==> src/rtl/prm_edge_chk_sched_pkg.sv <==
// Shared types and constants for the PRM edge-check sequencer.
// Holds the sequencer state encoding and hit-count width helper.
package prm_chk_pkg;

    localparam int KEY_W = 15;

    typedef enum logic [1:0] {
        ST_IDLE  = 2'd0,
        ST_RUN   = 2'd1,
        ST_DRAIN = 2'd2,
        ST_FIN   = 2'd3
    } state_e;

    function automatic int hit_w(input int n);
        return $clog2(n + 1);
    endfunction

endpackage

==> src/rtl/prm_edge_chk_sched_if.sv <==
// Command, edge-key RAM, checker-bank and result signals of the edge-check sequencer.
// master = surrounding planner/RAM/bank, slave = the sequencer.
interface prm_edge_chk_sched_if
    import prm_chk_pkg::*;
#(
    parameter int NUM_CHK = 8,
    parameter int EDGE_W  = 12,
    parameter int KEY_W   = prm_chk_pkg::KEY_W
);
    localparam int HIT_W = hit_w(NUM_CHK);

    logic                cmd_valid;
    logic                cmd_ready;
    logic [EDGE_W-1:0]   cmd_base;
    logic [EDGE_W:0]     cmd_count;
    logic                cmd_abort;

    logic                mem_rd_en;
    logic [EDGE_W-1:0]   mem_rd_addr;
    logic [KEY_W-1:0]    mem_rd_data;

    logic [KEY_W-1:0]    chk_key;
    logic [NUM_CHK-1:0]  chk_mask;

    logic                res_valid;
    logic                res_ready;
    logic [EDGE_W-1:0]   res_edge;
    logic                res_blocked;
    logic [HIT_W-1:0]    res_hits;

    modport master (
        output cmd_valid, cmd_base, cmd_count, cmd_abort,
        input  cmd_ready,
        input  mem_rd_en, mem_rd_addr,
        output mem_rd_data,
        input  chk_key,
        output chk_mask,
        input  res_valid, res_edge, res_blocked, res_hits,
        output res_ready
    );

    modport slave (
        input  cmd_valid, cmd_base, cmd_count, cmd_abort,
        output cmd_ready,
        output mem_rd_en, mem_rd_addr,
        input  mem_rd_data,
        output chk_key,
        input  chk_mask,
        output res_valid, res_edge, res_blocked, res_hits,
        input  res_ready
    );

endinterface

==> src/rtl/prm_edge_chk_sched_popcount.sv <==
// Combinational population count of a W-bit vector.
// Zero latency, no flow control.
module prm_popcount
    import prm_chk_pkg::*;
#(
    parameter int W = 8
) (
    input  logic [W-1:0]          in_dat,
    output logic [hit_w(W)-1:0]   cnt
);
    localparam int CW = hit_w(W);

    always_comb begin
        cnt = '0;
        for (int i = 0; i < W; i++) begin
            cnt = cnt + CW'(in_dat[i]);
        end
    end

endmodule

==> src/rtl/prm_edge_chk_sched.sv <==
// Edge-range sequencer: RAM read -> chk_key register -> result register, first result 4 cycles after accept.
// A stalled result (res_valid & !res_ready) freezes every stage and suppresses further RAM reads.
module prm_edge_chk_sched #(
    parameter int NUM_CHK = 8,
    parameter int EDGE_W  = 12,
    parameter int KEY_W   = prm_chk_pkg::KEY_W
) (
    input  logic                clk,
    input  logic                rst_n,
    prm_edge_chk_sched_if.slave bus,
    output logic                busy,
    output logic                done,
    output logic [EDGE_W:0]     blk_total
);
    import prm_chk_pkg::*;

    localparam int              HIT_W   = hit_w(NUM_CHK);
    localparam logic [EDGE_W:0] CNT_ONE = {{EDGE_W{1'b0}}, 1'b1};

    state_e              state_q, state_d;
    logic [EDGE_W-1:0]   base_q, base_d;
    logic [EDGE_W:0]     count_q, count_d;
    logic [EDGE_W:0]     issued_q, issued_d;
    logic [EDGE_W:0]     blk_total_q, blk_total_d;
    logic                v0_q, v0_d, v1_q, v1_d;
    logic [EDGE_W-1:0]   e0_q, e0_d, e1_q, e1_d;
    logic [KEY_W-1:0]    key_q, key_d;
    logic                res_valid_q, res_valid_d;
    logic [EDGE_W-1:0]   res_edge_q, res_edge_d;
    logic                res_blocked_q, res_blocked_d;
    logic [HIT_W-1:0]    res_hits_q, res_hits_d;

    logic                en;
    logic                rd_issue;
    logic [EDGE_W-1:0]   rd_addr;
    logic [HIT_W-1:0]    mask_hits;

    prm_popcount #(.W(NUM_CHK)) u_popcount (
        .in_dat (bus.chk_mask),
        .cnt    (mask_hits)
    );

    always_comb begin
        state_d       = state_q;
        base_d        = base_q;
        count_d       = count_q;
        issued_d      = issued_q;
        blk_total_d   = blk_total_q;
        v0_d          = v0_q;
        v1_d          = v1_q;
        e0_d          = e0_q;
        e1_d          = e1_q;
        key_d         = key_q;
        res_valid_d   = res_valid_q;
        res_edge_d    = res_edge_q;
        res_blocked_d = res_blocked_q;
        res_hits_d    = res_hits_q;

        en       = !res_valid_q || bus.res_ready;
        rd_addr  = base_q + issued_q[EDGE_W-1:0];
        rd_issue = (state_q == ST_RUN) && en && (issued_q < count_q);

        if (res_valid_q && bus.res_ready && res_blocked_q) begin
            blk_total_d = blk_total_q + CNT_ONE;
        end

        // All stages shift together so a stalled result never loses the key behind it.
        if (en) begin
            v0_d        = rd_issue;
            v1_d        = v0_q;
            res_valid_d = v1_q;
            if (rd_issue) begin
                e0_d = rd_addr;
            end
            if (v0_q) begin
                key_d = bus.mem_rd_data;
                e1_d  = e0_q;
            end
            if (v1_q) begin
                res_edge_d    = e1_q;
                res_blocked_d = |bus.chk_mask;
                res_hits_d    = mask_hits;
            end
        end

        unique case (state_q)
            ST_IDLE: begin
                if (bus.cmd_valid) begin
                    base_d      = bus.cmd_base;
                    count_d     = bus.cmd_count;
                    issued_d    = '0;
                    blk_total_d = '0;
                    state_d     = (bus.cmd_count == '0) ? ST_FIN : ST_RUN;
                end
            end
            ST_RUN: begin
                if (rd_issue) begin
                    issued_d = issued_q + CNT_ONE;
                    if (issued_q + CNT_ONE == count_q) begin
                        state_d = ST_DRAIN;
                    end
                end
            end
            ST_DRAIN: begin
                if (!v0_q && !v1_q && (!res_valid_q || bus.res_ready)) begin
                    state_d = ST_FIN;
                end
            end
            ST_FIN: begin
                state_d = ST_IDLE;
            end
            default: state_d = ST_IDLE;
        endcase

        if (bus.cmd_abort && (state_q != ST_IDLE)) begin
            state_d     = ST_IDLE;
            v0_d        = 1'b0;
            v1_d        = 1'b0;
            res_valid_d = 1'b0;
        end
    end

    always_ff @(posedge clk) begin
        if (!rst_n) begin
            state_q       <= ST_IDLE;
            base_q        <= '0;
            count_q       <= '0;
            issued_q      <= '0;
            blk_total_q   <= '0;
            v0_q          <= 1'b0;
            v1_q          <= 1'b0;
            e0_q          <= '0;
            e1_q          <= '0;
            key_q         <= '0;
            res_valid_q   <= 1'b0;
            res_edge_q    <= '0;
            res_blocked_q <= 1'b0;
            res_hits_q    <= '0;
        end else begin
            state_q       <= state_d;
            base_q        <= base_d;
            count_q       <= count_d;
            issued_q      <= issued_d;
            blk_total_q   <= blk_total_d;
            v0_q          <= v0_d;
            v1_q          <= v1_d;
            e0_q          <= e0_d;
            e1_q          <= e1_d;
            key_q         <= key_d;
            res_valid_q   <= res_valid_d;
            res_edge_q    <= res_edge_d;
            res_blocked_q <= res_blocked_d;
            res_hits_q    <= res_hits_d;
        end
    end

    // Gated by rst_n so the port reads 0 while reset is held.
    assign bus.cmd_ready   = rst_n && (state_q == ST_IDLE);
    assign bus.mem_rd_en   = rd_issue;
    assign bus.mem_rd_addr = rd_addr;
    assign bus.chk_key     = key_q;
    assign bus.res_valid   = res_valid_q;
    assign bus.res_edge    = res_edge_q;
    assign bus.res_blocked = res_blocked_q;
    assign bus.res_hits    = res_hits_q;
    assign busy            = (state_q != ST_IDLE);
    assign done            = (state_q == ST_FIN);
    assign blk_total       = blk_total_q;

endmodule

==> src/flat_wrapper.sv <==
// flat-port wrapper written by rule: the top's interface ports become plain ports
module prm_edge_chk_sched_flat import prm_chk_pkg::*;
#(
    parameter int NUM_CHK = 8,
    parameter int EDGE_W  = 12,
    parameter int KEY_W   = prm_chk_pkg::KEY_W
)
  (clk, rst_n, busy, done, blk_total, bus_cmd_valid, bus_cmd_base, bus_cmd_count, bus_cmd_abort, bus_cmd_ready, bus_mem_rd_en, bus_mem_rd_addr, bus_mem_rd_data, bus_chk_key, bus_chk_mask, bus_res_valid, bus_res_edge, bus_res_blocked, bus_res_hits, bus_res_ready);
  prm_edge_chk_sched_if #(.NUM_CHK(NUM_CHK), .EDGE_W(EDGE_W), .KEY_W(KEY_W)) bus_i ();
  input  logic clk;
  input  logic rst_n;
  output logic busy;
  output logic done;
  output logic [EDGE_W:0] blk_total;
  input wire logic [$bits(bus_i.cmd_valid)-1:0] bus_cmd_valid;
  input wire logic [$bits(bus_i.cmd_base)-1:0] bus_cmd_base;
  input wire logic [$bits(bus_i.cmd_count)-1:0] bus_cmd_count;
  input wire logic [$bits(bus_i.cmd_abort)-1:0] bus_cmd_abort;
  output wire logic [$bits(bus_i.cmd_ready)-1:0] bus_cmd_ready;
  output wire logic [$bits(bus_i.mem_rd_en)-1:0] bus_mem_rd_en;
  output wire logic [$bits(bus_i.mem_rd_addr)-1:0] bus_mem_rd_addr;
  input wire logic [$bits(bus_i.mem_rd_data)-1:0] bus_mem_rd_data;
  output wire logic [$bits(bus_i.chk_key)-1:0] bus_chk_key;
  input wire logic [$bits(bus_i.chk_mask)-1:0] bus_chk_mask;
  output wire logic [$bits(bus_i.res_valid)-1:0] bus_res_valid;
  output wire logic [$bits(bus_i.res_edge)-1:0] bus_res_edge;
  output wire logic [$bits(bus_i.res_blocked)-1:0] bus_res_blocked;
  output wire logic [$bits(bus_i.res_hits)-1:0] bus_res_hits;
  input wire logic [$bits(bus_i.res_ready)-1:0] bus_res_ready;
  assign bus_i.cmd_valid = bus_cmd_valid;
  assign bus_i.cmd_base = bus_cmd_base;
  assign bus_i.cmd_count = bus_cmd_count;
  assign bus_i.cmd_abort = bus_cmd_abort;
  assign bus_cmd_ready = bus_i.cmd_ready;
  assign bus_mem_rd_en = bus_i.mem_rd_en;
  assign bus_mem_rd_addr = bus_i.mem_rd_addr;
  assign bus_i.mem_rd_data = bus_mem_rd_data;
  assign bus_chk_key = bus_i.chk_key;
  assign bus_i.chk_mask = bus_chk_mask;
  assign bus_res_valid = bus_i.res_valid;
  assign bus_res_edge = bus_i.res_edge;
  assign bus_res_blocked = bus_i.res_blocked;
  assign bus_res_hits = bus_i.res_hits;
  assign bus_i.res_ready = bus_res_ready;
  prm_edge_chk_sched #(.NUM_CHK(NUM_CHK), .EDGE_W(EDGE_W), .KEY_W(KEY_W)) u_core (.clk(clk), .rst_n(rst_n), .bus(bus_i), .busy(busy), .done(done), .blk_total(blk_total));
endmodule
==> config.mk <==
export PLATFORM = sky130hd
export DESIGN_NAME = prm_edge_chk_sched_flat
export DESIGN_NICKNAME = d
export VERILOG_FILES = /design/src/rtl/prm_edge_chk_sched_pkg.sv /design/src/rtl/prm_edge_chk_sched_if.sv /design/src/rtl/prm_edge_chk_sched_popcount.sv /design/src/rtl/prm_edge_chk_sched.sv /design/src/flat_wrapper.sv
export SDC_FILE = /design/constraint.sdc
export NUM_CORES = 1
export LEC_CHECK = 0
export CAP_MARGIN = 15
export CORE_MARGIN = 4
export CORE_UTILIZATION = 49
export CTS_BUF_LIST = sky130_fd_sc_hd__clkbuf_8
export CTS_CLUSTER_SIZE = 14
export DETAILED_ROUTE_END_ITERATION = 12
export PLACE_DENSITY = 0.78
export SYNTH_ARGS = -nofsm -noshare
export SYNTH_HDL_FRONTEND = slang
export SYNTH_SLANG_ARGS = --single-unit
export TNS_END_PERCENT = 50
==> constraint.sdc <==
create_clock -name clk -period 2.7 [get_ports clk]
set_input_delay 0.27 -clock clk [delete_from_list [all_inputs] [get_ports clk]]
set_output_delay 0.27 -clock clk [all_outputs]
set_load 0.005 [all_outputs]
== After elaboration in Yosys (flattened, before gate mapping) ==
Index checks and enable logic that the tools add are counted.

* Bits in registers: 112

* Add/sub/neg operators: 10
* Magnitude comparators: 1
* Eq/ne operators: 8
* Multiplexer cells: 12
* Bitwise logic cells: 1
* Reductions and logical operators: 24

{| class="wikitable"
|+ Operators with widths
! cell !! number
|-
| two-way mux 13 bit || 5
|-
| adder 13 x 1 -> 13 bit, second input constant || 2
|-
| one-hot mux 13 bit (2 select lines) || 1
|-
| adder 4 x 1 -> 4 bit || 4
|-
| equality test 13 bit || 1
|-
| logical NOT 13 bit || 1
|-
| less-than comparator 13 bit || 1
|-
| adder 12 bit || 1
|-
| two-way mux 2 bit || 5
|-
| logical AND 1 bit || 8
|-
| one-hot mux 2 bit (4 select lines) || 1
|-
| AND reduction 2 bit || 4
|-
| OR reduction 8 bit || 1
|-
| != test 2 bit, second input constant || 3
|-
| adder 3 x 1 -> 4 bit || 1
|-
| equality test 2 bit, second input constant || 2
|-
| AND reduction 4 bit || 1
|-
| nonzero test 2 bit || 2
|-
| adder 2 x 1 -> 3 bit || 1
|-
| logical NOT 1 bit || 3
|-
| AND reduction 3 bit || 1
|-
| adder 1 x 1 -> 2 bit || 1
|-
| equality test 2 x 1 -> 1 bit, second input constant || 1
|-
| logical NOT 2 bit || 1
|-
| 4 further kinds || 4
|}

== Depth between registers and ports, before layout ==
Gate-level depths: netlist (run 1).

* Depth after elaboration: 7
* Mapped depth: 11

== Hierarchy ==
Synthesis (run 1) repeated with hierarchy kept, for this count alone.

* Cells, all modules: 735
* Area total of the unflattened synthesis: 5901.9 um2

{| class="wikitable"
|+ Modules (own cells, without submodules)
! module !! instances !! cells each !! area an instance (um2) !! sequential area each (um2)
|-
| prm_edge_chk_sched || 1 || 711 || 5711.7 || 2242.2
|-
| prm_popcount || 1 || 24 || 190.2 || 0.0
|}

== Worst setup path after synthesis (run 1) ==
OpenSTA, ideal clock, no wires.

* Kind: input -> register
* Start: in bus_chk_mask[0]
* End: reg u_core.res_hits_q[2] (netlist: u_core.bus.res_hits[2])
* Setup time: 0.076 ns
* Arrival: 2.657 ns
* Data required time: 2.624 ns
* Setup slack: -0.033 ns
* Stages on the path: 11
* Buffers on the path: 0
* Cells stage by stage: fa_1 > inv_1 > fa_1 > fa_1 > inv_1 > ha_1 > inv_1 > fa_1 > xnor2_1 > nand2_1 > a21boi_0

* Cells in the longest elaborated chain, start to end: 7

{| class="wikitable"
|+ RTL lines
! element !! line !! RTL
|-
| from (decl) || flat_wrapper.sv:24 || <nowiki>input wire logic [$bits(bus_i.chk_mask)-1:0] bus_chk_mask;</nowiki>
|-
| adder 1 x 1 -> 2 bit || prm_edge_chk_sched_popcount.sv:16 || <nowiki>cnt = cnt + CW'(in_dat[i]);</nowiki>
|-
| adder 2 x 1 -> 3 bit || prm_edge_chk_sched_popcount.sv:16 ||
|-
| adder 3 x 1 -> 4 bit || prm_edge_chk_sched_popcount.sv:16 ||
|-
| adder 4 x 1 -> 4 bit (4 in series) || prm_edge_chk_sched_popcount.sv:16 ||
|-
| to (signal assigned) || prm_edge_chk_sched.sv:153 || <nowiki>res_hits_q <= res_hits_d;</nowiki>
|-
| to (decl) || prm_edge_chk_sched.sv:31 || <nowiki>logic [HIT_W-1:0] res_hits_q, res_hits_d;</nowiki>
|}

No other way between the ends.
A chain may end at the register's enable or synchronous reset.

== Worst setup path after layout (run 1) ==
* Start: reg u_core.issued_q[2]
* End: out bus_mem_rd_addr[9]

* Cells in the longest elaborated chain, start to end: 1

{| class="wikitable"
|+ RTL lines
! element !! line !! RTL
|-
| from (decl) || prm_edge_chk_sched.sv:23 || <nowiki>logic [EDGE_W:0] issued_q, issued_d;</nowiki>
|-
| from (signal assigned) || prm_edge_chk_sched.sv:143 || <nowiki>issued_q <= issued_d;</nowiki>
|-
| adder 12 bit || prm_edge_chk_sched.sv:60 || <nowiki>rd_addr = base_q + issued_q[EDGE_W-1:0];</nowiki>
|-
| to (decl) || flat_wrapper.sv:21 || <nowiki>output wire logic [$bits(bus_i.mem_rd_addr)-1:0] bus_mem_rd_addr;</nowiki>
|}

No other way between the ends.

==> results of run 1 <==
==> synth_stat cells, drive strengths merged (2+ instances only) <==
cell type	number	area [sq um]
a21boi	72	541
xor2	14	123
o31ai	6	45.0
o2111ai	2	17.5
nand4	7	58.8
o211a	3	30.0
o32ai	2	17.5
nor3	10	71.3
buf	8	43.8
a22oi	2	15.0
a21oi	16	80.1
nor2	42	173
a21o	6	45.0
and4	2	17.5
mux2i	10	100
nor4	5	31.3
a211oi	6	45.0
nand2b	5	31.3
clkbuf	27	101
nor2b	13	81.3
ha	34	425
o41ai	5	66.3
and3	4	25.0
nand2	163	612
o21a	3	22.5
o21ai	20	100
fa	5	100
nand3	14	70.1
nor3b	2	15.0
a31oi	5	31.3
or2	2	12.5
o22ai	2	12.5
o311ai	9	78.8
xnor2	24	210
dfxtp	112	2240
and2	6	37.5
inv	40	150
==> power by group through the flow <==
stage	logic (mW)	registers [mW]	clock network (mW)
after detailed placement	1.43	1.92	0
after global placement	1.39	1.91	0
after floorplan	0.812	1.90	0
final	1.46	1.88	1.26
after global routing	1.62	1.90	1.34
after CTS	1.44	1.88	1.28
==> routing by layer <==
layer	share of wire	global-route usage	up-vias
li1	-	-	2725
met1	0.44	0.276	2601
met2	0.49	0.397	170
met3	0.050	0.0498	26
met4	0.023	0.0725	0
met5	0	0	-
==> path summary, 6_finish.rpt <==
path,endpoint,slack [ps]
setup reg to reg,u_core.issued_q[12],150
hold / removal,u_core.e1_q[4],170
hold reg to reg,u_core.bus.res_hits[2],460
setup / recovery,bus_mem_rd_addr[9],-110
==> critical path, delay by kind of cell, from the launching register on <==
kind                       cells  cell delay [ps]
AOI/OAI and AO/OA              3              610
and+or+nand+nor                1               80
xor gates and xnor gates       1              170
DFF                            1              370
buffers and inverters          1              570
adders and majority gates      1              330
==> layout make-up <==
class                           instances  area (sq um)
Clock buffer                            9           124
Tap cell                              147           184
Inverter                               40           150
Fill cell                             994          4040
Timing Repair Buffer                  172          1560
Clock inverter                          7           125
Sequential cell                       112          2250
Multi-Input combinational cell        529          3530
==> kinds of logic after synthesis <==
family                   share of synthesized area
XOR/XNOR                                    0.0558
buffers and inverters                       0.0495
flip-flops                                   0.376
adder cells (fa/ha/maj)                     0.0881
AND/OR/NAND/NOR                              0.213
multiplexers                                0.0168
AO/OA/AOI/OAI                                0.202
==> flip-flops by register name (all words and copies together), names as in the netlist <==
register and count:
u_core.state_q 2, u_core.base_q 12, u_core.bus.res_hits 4, u_core.bus.res_edge 12, u_core.e1_q 12, u_core.bus.chk_key 15, u_core.bus.res_valid 1, u_core.bus.res_blocked 1
u_core.v1_q 1, u_core.count_q 13, u_core.blk_total 13, u_core.v0_q 1, u_core.e0_q 12, u_core.issued_q 13
==> per-stage QoR <==
stage	hold slack [ps]	total power, mW	instances
CTS	148	4.60	1014
floorplan	415	2.72	716
finish	167	4.61	1016
global route	134	4.86	1016
global placement	450	3.30	994
detailed placement	443	3.35	994
==> timing repair <==
item                                    4_1_cts  5_1_grt
setup buffers                                 4        2
pin swaps                                     6        5
gates resized for setup                      30       17
endpoints found under the setup margin       11       11
==> impl_results.md, run 1 <==
* Startpoint types: flip-flop
* NetSw at 1.51 mW
* Part of the power in registers at 0.408
* Worst Hold Path Cells at 2
* PD cells at 582 mW/mm^2
* I/O pin cnt at 115
* Tcrit/Tclk final at 1.04
* GRT Overall Usage at 0.227
* Drt wl/cell at 15.7 um
* TritonCTS Sinks at 112
* Commonest non-fill, non-tap cells in the layout: nand2_1 (163), dfxtp_1 (106), clkdlybuf4s50_1 (102)
* Hold-fix buffers at CTS at 0
* Share of cells above drive strength 1 at 0.130
* Comb pwr share at 0.317
* Core ar. at 0.0120 sq mm
* Setup Viol. Count Final at 4
* Placed Area at 0.00753 sq mm
* Arrival time worst endpoint at 2540 ps
* Maxcap violations at 0
* CTS tree: built
* Post-route clock skew at 10.3 ps
* Mapped Nets at 808
* Slowest cell delay on critical path at 570 ps
* Slew Limit Fails at 0
* Register area share after synthesis at 0.376
* Nets at 956
* Setup TNS at -281 ps
* Slew headroom at 0.560
* CP Capture Type: output port
* Post-detail-place hpwl at 11900 um
* Initial DRC Count at 363
* Worst setup margin at -113 ps
* Commonest non-fill, non-tap cell in the layout: nand2_1
* Die span in y at 118 um
* Internal at 3.10 mW
* H-tree Lvls at 3
* Initial antenna violation count at 0
* Critical path launch point: u_core.issued_q[2]
* Synth Flop Type: dfxtp_1
* Area of the mapped netlist at 0.00597 sq mm
* Synth unique cells at 56
* Outcome: finished with violations
* Number of buffers added on ports at 114
* Setup WS pre-CTS at -688 ps
* Clk slew on worst S/H paths at 120 ps
* Worst R2R Path Depth at 10
* Count of state elements after synthesis at 112
* Fmax at 356 MHz
* Hold_sp: rst_n
* Worst-path cell chain: ha_2 -> o21ai_1 -> o21a_1 -> o31ai_4 -> nor2_1 -> xnor2_1 -> clkdlybuf4s50_1
* Unrepaired setup endpoints after global routing: yes
* Area growth from synthesis to layout at 32.7%
* Routability cong. at 0.908
* Pre-Repair DR Iteration Count at 5
* Least-Margin Pin Slew at 654 ps
* Initial core utilization at 0.499
* Yosys warns at 0
* Die W at 118 um
* Worst Path Required at 2430 ps
* DR vias/cell at 5.44
* Failing checks: negative setup slack
* Syn Inst Count at 716
* Full die area at 0.0140 sq mm
* Utilization after layout at 0.662
* Hold Path Class: in2reg
* CTS Buf Count at 9
* DRC Markers at 0
* Row Count at 40
* Worst IR Drop VDD at 0.000326 V
* Min cycle time layout at 2810 ps
* LEAKAGE at 3.16 nW
* Vias at 5522
* Crit-path max FO at 4
* Worst R2R Start: u_core.count_q[10]
* Critical-path top delay cell: clkdlybuf4s50_1
* Power share of the clock group at 0.274
* ANT cells at 0
* Vias in the first global route at 5283
* Worst skew pair latency at 410 ps
* Final Instance Area at 0.00792 sq mm
* Clk root buf: clkbuf_8
* Clock Tree Buf Depth at 2
* WS Path Type: reg2out
* Number of synthesized flops with an enable pin at 0
* Total congestion overflow at 0
* Post-synth ARST share at 0
* First-pass GRT wire length at 26100 um
* Syn avg cell area at 8.33 sq um
* Post-route ant nets at 0
* Final hold violations at 0
* Largest net degree at the start of global routing at 42
* Drt total wl at 15900 um
* Sw Ratio at 0.328
Note: power is estimated with default switching activity, not from simulation.
==> inputs of run 2 (changes only) <==
RECOVER_POWER = 25   (was default)
==> impl_results.md, run 2 (synthesis gave the netlist of run 1 again) <==
* Outcome: finished with violations
* Failing checks: negative setup slack
* ANT cells at 0
* Max reg flops at 15
* GR Util met1 at 0.276
* Arrival time worst endpoint at 2540 ps
* Setup WS pre-CTS at -688 ps
* Slew headroom at 0.190
* Startpoint types: flip-flop
* First-pass GRT wire length at 26100 um
* Commonest non-fill, non-tap cell in the layout: nand2_1
* DRC Markers at 0
* Clock Tree Buf Depth at 2
* Die span in y at 118 um
* Met3 Track Usage GR at 0.0498
* Largest net degree at the start of global routing at 42
* Final hold violations at 0
* Die W at 118 um
* Slew Limit Fails at 0
* Clk slew on worst S/H paths at 120 ps
* Total congestion overflow at 0
* Fmax at 356 MHz
* Drt wl/cell at 15.6 um
* Area growth from synthesis to layout at 32.6%
* Utilization after layout at 0.662
* I/O pin cnt at 115
* Most crowded layer after global routing: met2
* Post-detail-place hpwl at 11900 um
* PD cells at 582 mW/mm^2
* Routability cong. at 0.908
* Worst-path cell chain: ha_2 -> o21ai_1 -> o21a_1 -> o31ai_4 -> nor2_1 -> xnor2_1 -> clkdlybuf4s50_1
* Full die area at 0.0140 sq mm
* Setup Viol. Count Final at 4
* Slowest cell delay on critical path at 570 ps
* Crit-path max FO at 4
* Least-Margin Pin Slew at 1210 ps
* Tcrit/Tclk final at 1.04
* Share of cells above drive strength 1 at 0.128
* FILL cells at 998
* LEAKAGE at 3.15 nW
* Number of buffers added on ports at 114
* Pre-Repair DR Iteration Count at 5
* Clk root buf: clkbuf_8
* CP Capture Type: output port
* TritonCTS Sinks at 112
* Hold Path Class: in2reg
* Vias in the first global route at 5283
* Core ar. at 0.0120 sq mm
* Worst Path Required at 2430 ps
* Worst IR Drop VDD at 0.000326 V
* Initial antenna violation count at 0
* Worst setup margin at -113 ps
* Unrepaired setup endpoints after global routing: yes
* Nets at 956
* Post-route clock skew at 10.5 ps
* DR vias/cell at 5.42
* Row Count at 40
* CP Buf/Inv Count at 1
* Hold-fix buffers at CTS at 0
* H-tree Lvls at 3
* CTS Buf Count at 9
* Global Route met2 Usage at 0.397
* GRT Overall Usage at 0.227
* Vias at 5503
* CTS tree: built
* Commonest non-fill, non-tap cells in the layout: nand2_1 (163), dfxtp_1 (106), clkdlybuf4s50_1 (101)
* Critical-path top delay cell: clkdlybuf4s50_1
* Maxcap violations at 0
* CP delay by family, top: compound AO/OA/AOI/OAI gates
* Min cycle time layout at 2810 ps
* Drt total wl at 15900 um
* Final hold slack at 169 ps
* Initial core utilization at 0.499
* WS Path Type: reg2out
* Initial DRC Count at 363
* Post-route ant nets at 0
* Worst skew pair latency at 410 ps
==> run 2: cell types whose count changed in the layout (fill, tap and decap cells not counted) <==
cell and change:
buf_4 -2, clkdlybuf4s50_1 -1, and2_1 -2, dlygate4sd3_1 +1, clkbuf_1 +2, and2_0 +2
==> run 2: power breakdown <==
group          leakage (nW)  switching, mW  internal [mW]  total, mW
sequential            0.911         0.0927           1.79       1.88
combinational          2.11          0.783          0.675       1.46
clock                 0.129          0.632          0.630       1.26
total                  3.15           1.51           3.09       4.60
==> run 2: final timing paths <==
check                                       startpoint                     end  slack (ps)  cells past startpoint
worst max-delay path                u_core.issued_q[2]      bus_mem_rd_addr[9]        -110                      7
worst min-delay path                             rst_n          u_core.e1_q[4]         170                      2
worst max register to register      u_core.count_q[10]     u_core.issued_q[12]         160                     10
worst min register to register  u_core.bus.res_hits[2]  u_core.bus.res_hits[2]         460                      2
==> run 2: final cells by class <==
cell class,count,area [sq um],area share
Sequential cell,112,2250,0.284
Inverter,40,150,0.0190
Timing Repair Buffer,172,1550,0.196
Clock buffer,9,124,0.0157
Clock inverter,7,125,0.0158
Multi-Input combinational cell,529,3530,0.446
Tap cell,147,184,0.0232
==> run 2: what timing repair did <==
| action | in CTS | in global routing |
|---|---|---|
| endpoints found under the hold margin | 0 | 0 |
| gates resized for setup | 30 | 17 |
| setup endpoints to repair | 11 | 11 |
| pin swaps | 6 | 5 |
| buffers inserted | 4 | 2 |
==> run 2: metal layers <==
| layer | routed length, um | part of all wire | vias to the layer above |
|---|---|---|---|
| li1 | - | - | 2721 |
| met1 | 7030 | 0.44 | 2599 |
| met2 | 7790 | 0.49 | 157 |
| met3 | 736 | 0.046 | 26 |
| met4 | 335 | 0.021 | 0 |
| met5 | 0 | 0 | - |
==> run 2: per-stage QoR <==
step                instances  instance area, sq um  TNS [ps]  power (mW)
finish                   1016                  7910      -311        4.60
global route             1016                  7910      -971        4.86
CTS                      1014                  7860      -887        4.60
detailed placement        994                  7530     -2050        3.35
global placement          994                  7530     -1570        3.30
floorplan                 716                  5970     -34.3        2.72
==> inputs of run 3 (changes only) <==
CORE_UTILIZATION = 60   (was 49)
DONT_BUFFER_PORTS = 1   (was default)
==> impl_results.md, run 3 (synthesis gave the netlist of run 1 again) <==
* Outcome: finished, final reports clean
* Crit path capture: bus_mem_rd_addr[11]
* WS Path Type: reg2out
* ANT cells at 0
* Final hold slack at 18.5 ps
* I/O pin cnt at 115
* Number of buffers added on ports at 0
* Worst R2R Path Depth at 8
* Maxcap violations at 0
* FILL cells at 796
* Final hold violations at 0
* Core ar. at 0.00973 sq mm
* Initial antenna violation count at 0
* Commonest non-fill, non-tap cells in the layout: nand2_1 (163), dfxtp_1 (110), a21boi_0 (66)
* CP delay by family, top: compound AO/OA/AOI/OAI gates
* Final Instance Area at 0.00658 sq mm
* Commonest non-fill, non-tap cell in the layout: nand2_1
* Critical-path top delay cell: dfxtp_2
* H-tree Lvls at 3
* DRC Markers at 0
* Die span in y at 108 um
* Worst IR Drop VDD at 0.000344 V
* Clk root buf: clkbuf_8
* Hold Path Class: in2reg
* Vias in the first global route at 4881
* Total congestion overflow at 0
* DR vias/cell at 5.85
* Die W at 108 um
* Worst Path Required at 2430 ps
* TritonCTS Sinks at 112
* PD cells at 639 mW/mm^2
* Largest net degree at the start of global routing at 100
* Drt wl/cell at 17.0 um
* Row Count at 36
* Post-detail-place hpwl at 10700 um
* CTS tree: built
* Reg-to-Reg End: u_core.issued_q[7]
* Pre-Repair DR Iteration Count at 5
* Worst-path cell chain: ha_2 -> or2_2 -> a21oi_2 -> o31ai_4 -> o41ai_4 -> xnor2_2
* Routability cong. at 0.969
* Initial DRC Count at 311
* Arrival time worst endpoint at 2340 ps
* Critical path launch point: u_core.issued_q[4]
* Nets at 816
* Utilization after layout at 0.676
* Share of cells above drive strength 1 at 0.110
* Max reg flops at 15
* Post-route clock skew at 8.97 ps
* R2r setup slk at 270 ps
* First-pass GRT wire length at 23500 um
* Crit-path max FO at 6
* Post-route ant nets at 0
* Crit. path cell count at 6
* Min cycle time layout at 2610 ps
* Setup WS pre-CTS at -208 ps
* Slowest cell delay on critical path at 440 ps
* Tcrit/Tclk final at 0.967
* Area growth from synthesis to layout at 10.2%
* Startpoint types: flip-flop
* Slew headroom at 0.277
* CP Buf/Inv Count at 0
* Fmax at 383 MHz
* Clk slew on worst S/H paths at 110 ps
* LEAKAGE at 2.57 nW
* CP Capture Type: output port
* Least-Margin Pin Slew at 1080 ps
* Worst R2R Start: u_core.issued_q[9]
* Pwr Total at 4.20 mW
* Setup Viol. Count Final at 0
* GRT Overall Usage at 0.251
* CTS Buf Count at 9
* Clock Tree Buf Depth at 2
* Worst skew pair latency at 380 ps
* Worst setup margin at 88.9 ps
* Initial core utilization at 0.613
* Vias at 5044
* Placed Area at 0.00622 sq mm
* Full die area at 0.0116 sq mm
* Drt total wl at 14600 um
* Slew Limit Fails at 0
[run 3: changes by cell type in the layout (fill, tap and decap cells not counted), sizes merged, moves of 2 or more]
cell / before / now
clkdlybuf4s50: 101 / 0
buf: 59 / 32
dlygate4sd2: 6 / 0
dlymetal6s2s: 2 / 0
[run 3: area by class of cell]
type,count,area (sq um),share of cell area
inverters,40,150,0.0228
clock inverters,6,96.3,0.0146
flip-flops and latches,112,2250,0.342
clock buffers,10,138,0.0209
multi-input cells,529,3540,0.538
well taps,133,166,0.0253
repair buffers,32,240,0.0365
[run 3: power by group]
group	leakage, nW	internal, mW	switching [mW]
Sequential	0.909	1.79	0.110
Combinational	1.54	0.446	0.708
Clock	0.121	0.563	0.587
[run 3: worst reg2reg max path: cells and delay by family (launching register included)]
| family | cells | cell delay [ps] |
|---|---|---|
| AO/OA/AOI/OAI | 6 | 1410 |
| adder cells (fa/ha/maj) | 1 | 250 |
| buffers and inverters | 1 | 210 |
| flip-flops | 1 | 430 |
[run 3: how the worst min path moves through the flow]
stage / depth (start not counted) / endpoint / startpoint / slack, ps
detailed placement: 1 / u_core.e0_q[0] / rst_n / 410
finish: 2 / u_core.base_q[11] / bus_cmd_base[11] / 20
CTS: 1 / u_core.e0_q[1] / rst_n / 4
global route: 1 / u_core.e0_q[1] / rst_n / 5
floorplan: 2 / u_core.count_q[0] / bus_cmd_count[0] / 410
global placement: 1 / u_core.e0_q[4] / rst_n / 400
[run 3: what timing repair did]
action                     4_1_cts  5_1_grt
pin swaps                        3        5
buffers inserted                 1        0
gates resized for setup          6       16
setup endpoints to repair        4        5
hold buffers                     0        0
[run 3: through the flow]
stage / TNS [ps] / cells
finish: 0 / 862
global route: -5.46 / 862
CTS: -32.1 / 862
detailed placement: -353 / 845
global placement: -195 / 845
floorplan: -34.3 / 716
[run 3: layer usage]
layer	track usage	vias up	part of all wire
met2	0.417	171	0.47
met1	0.327	2381	0.44
met4	0.0992	0	0.027
met5	0	-	0
li1	-	2456	-
met3	0.0378	36	0.063
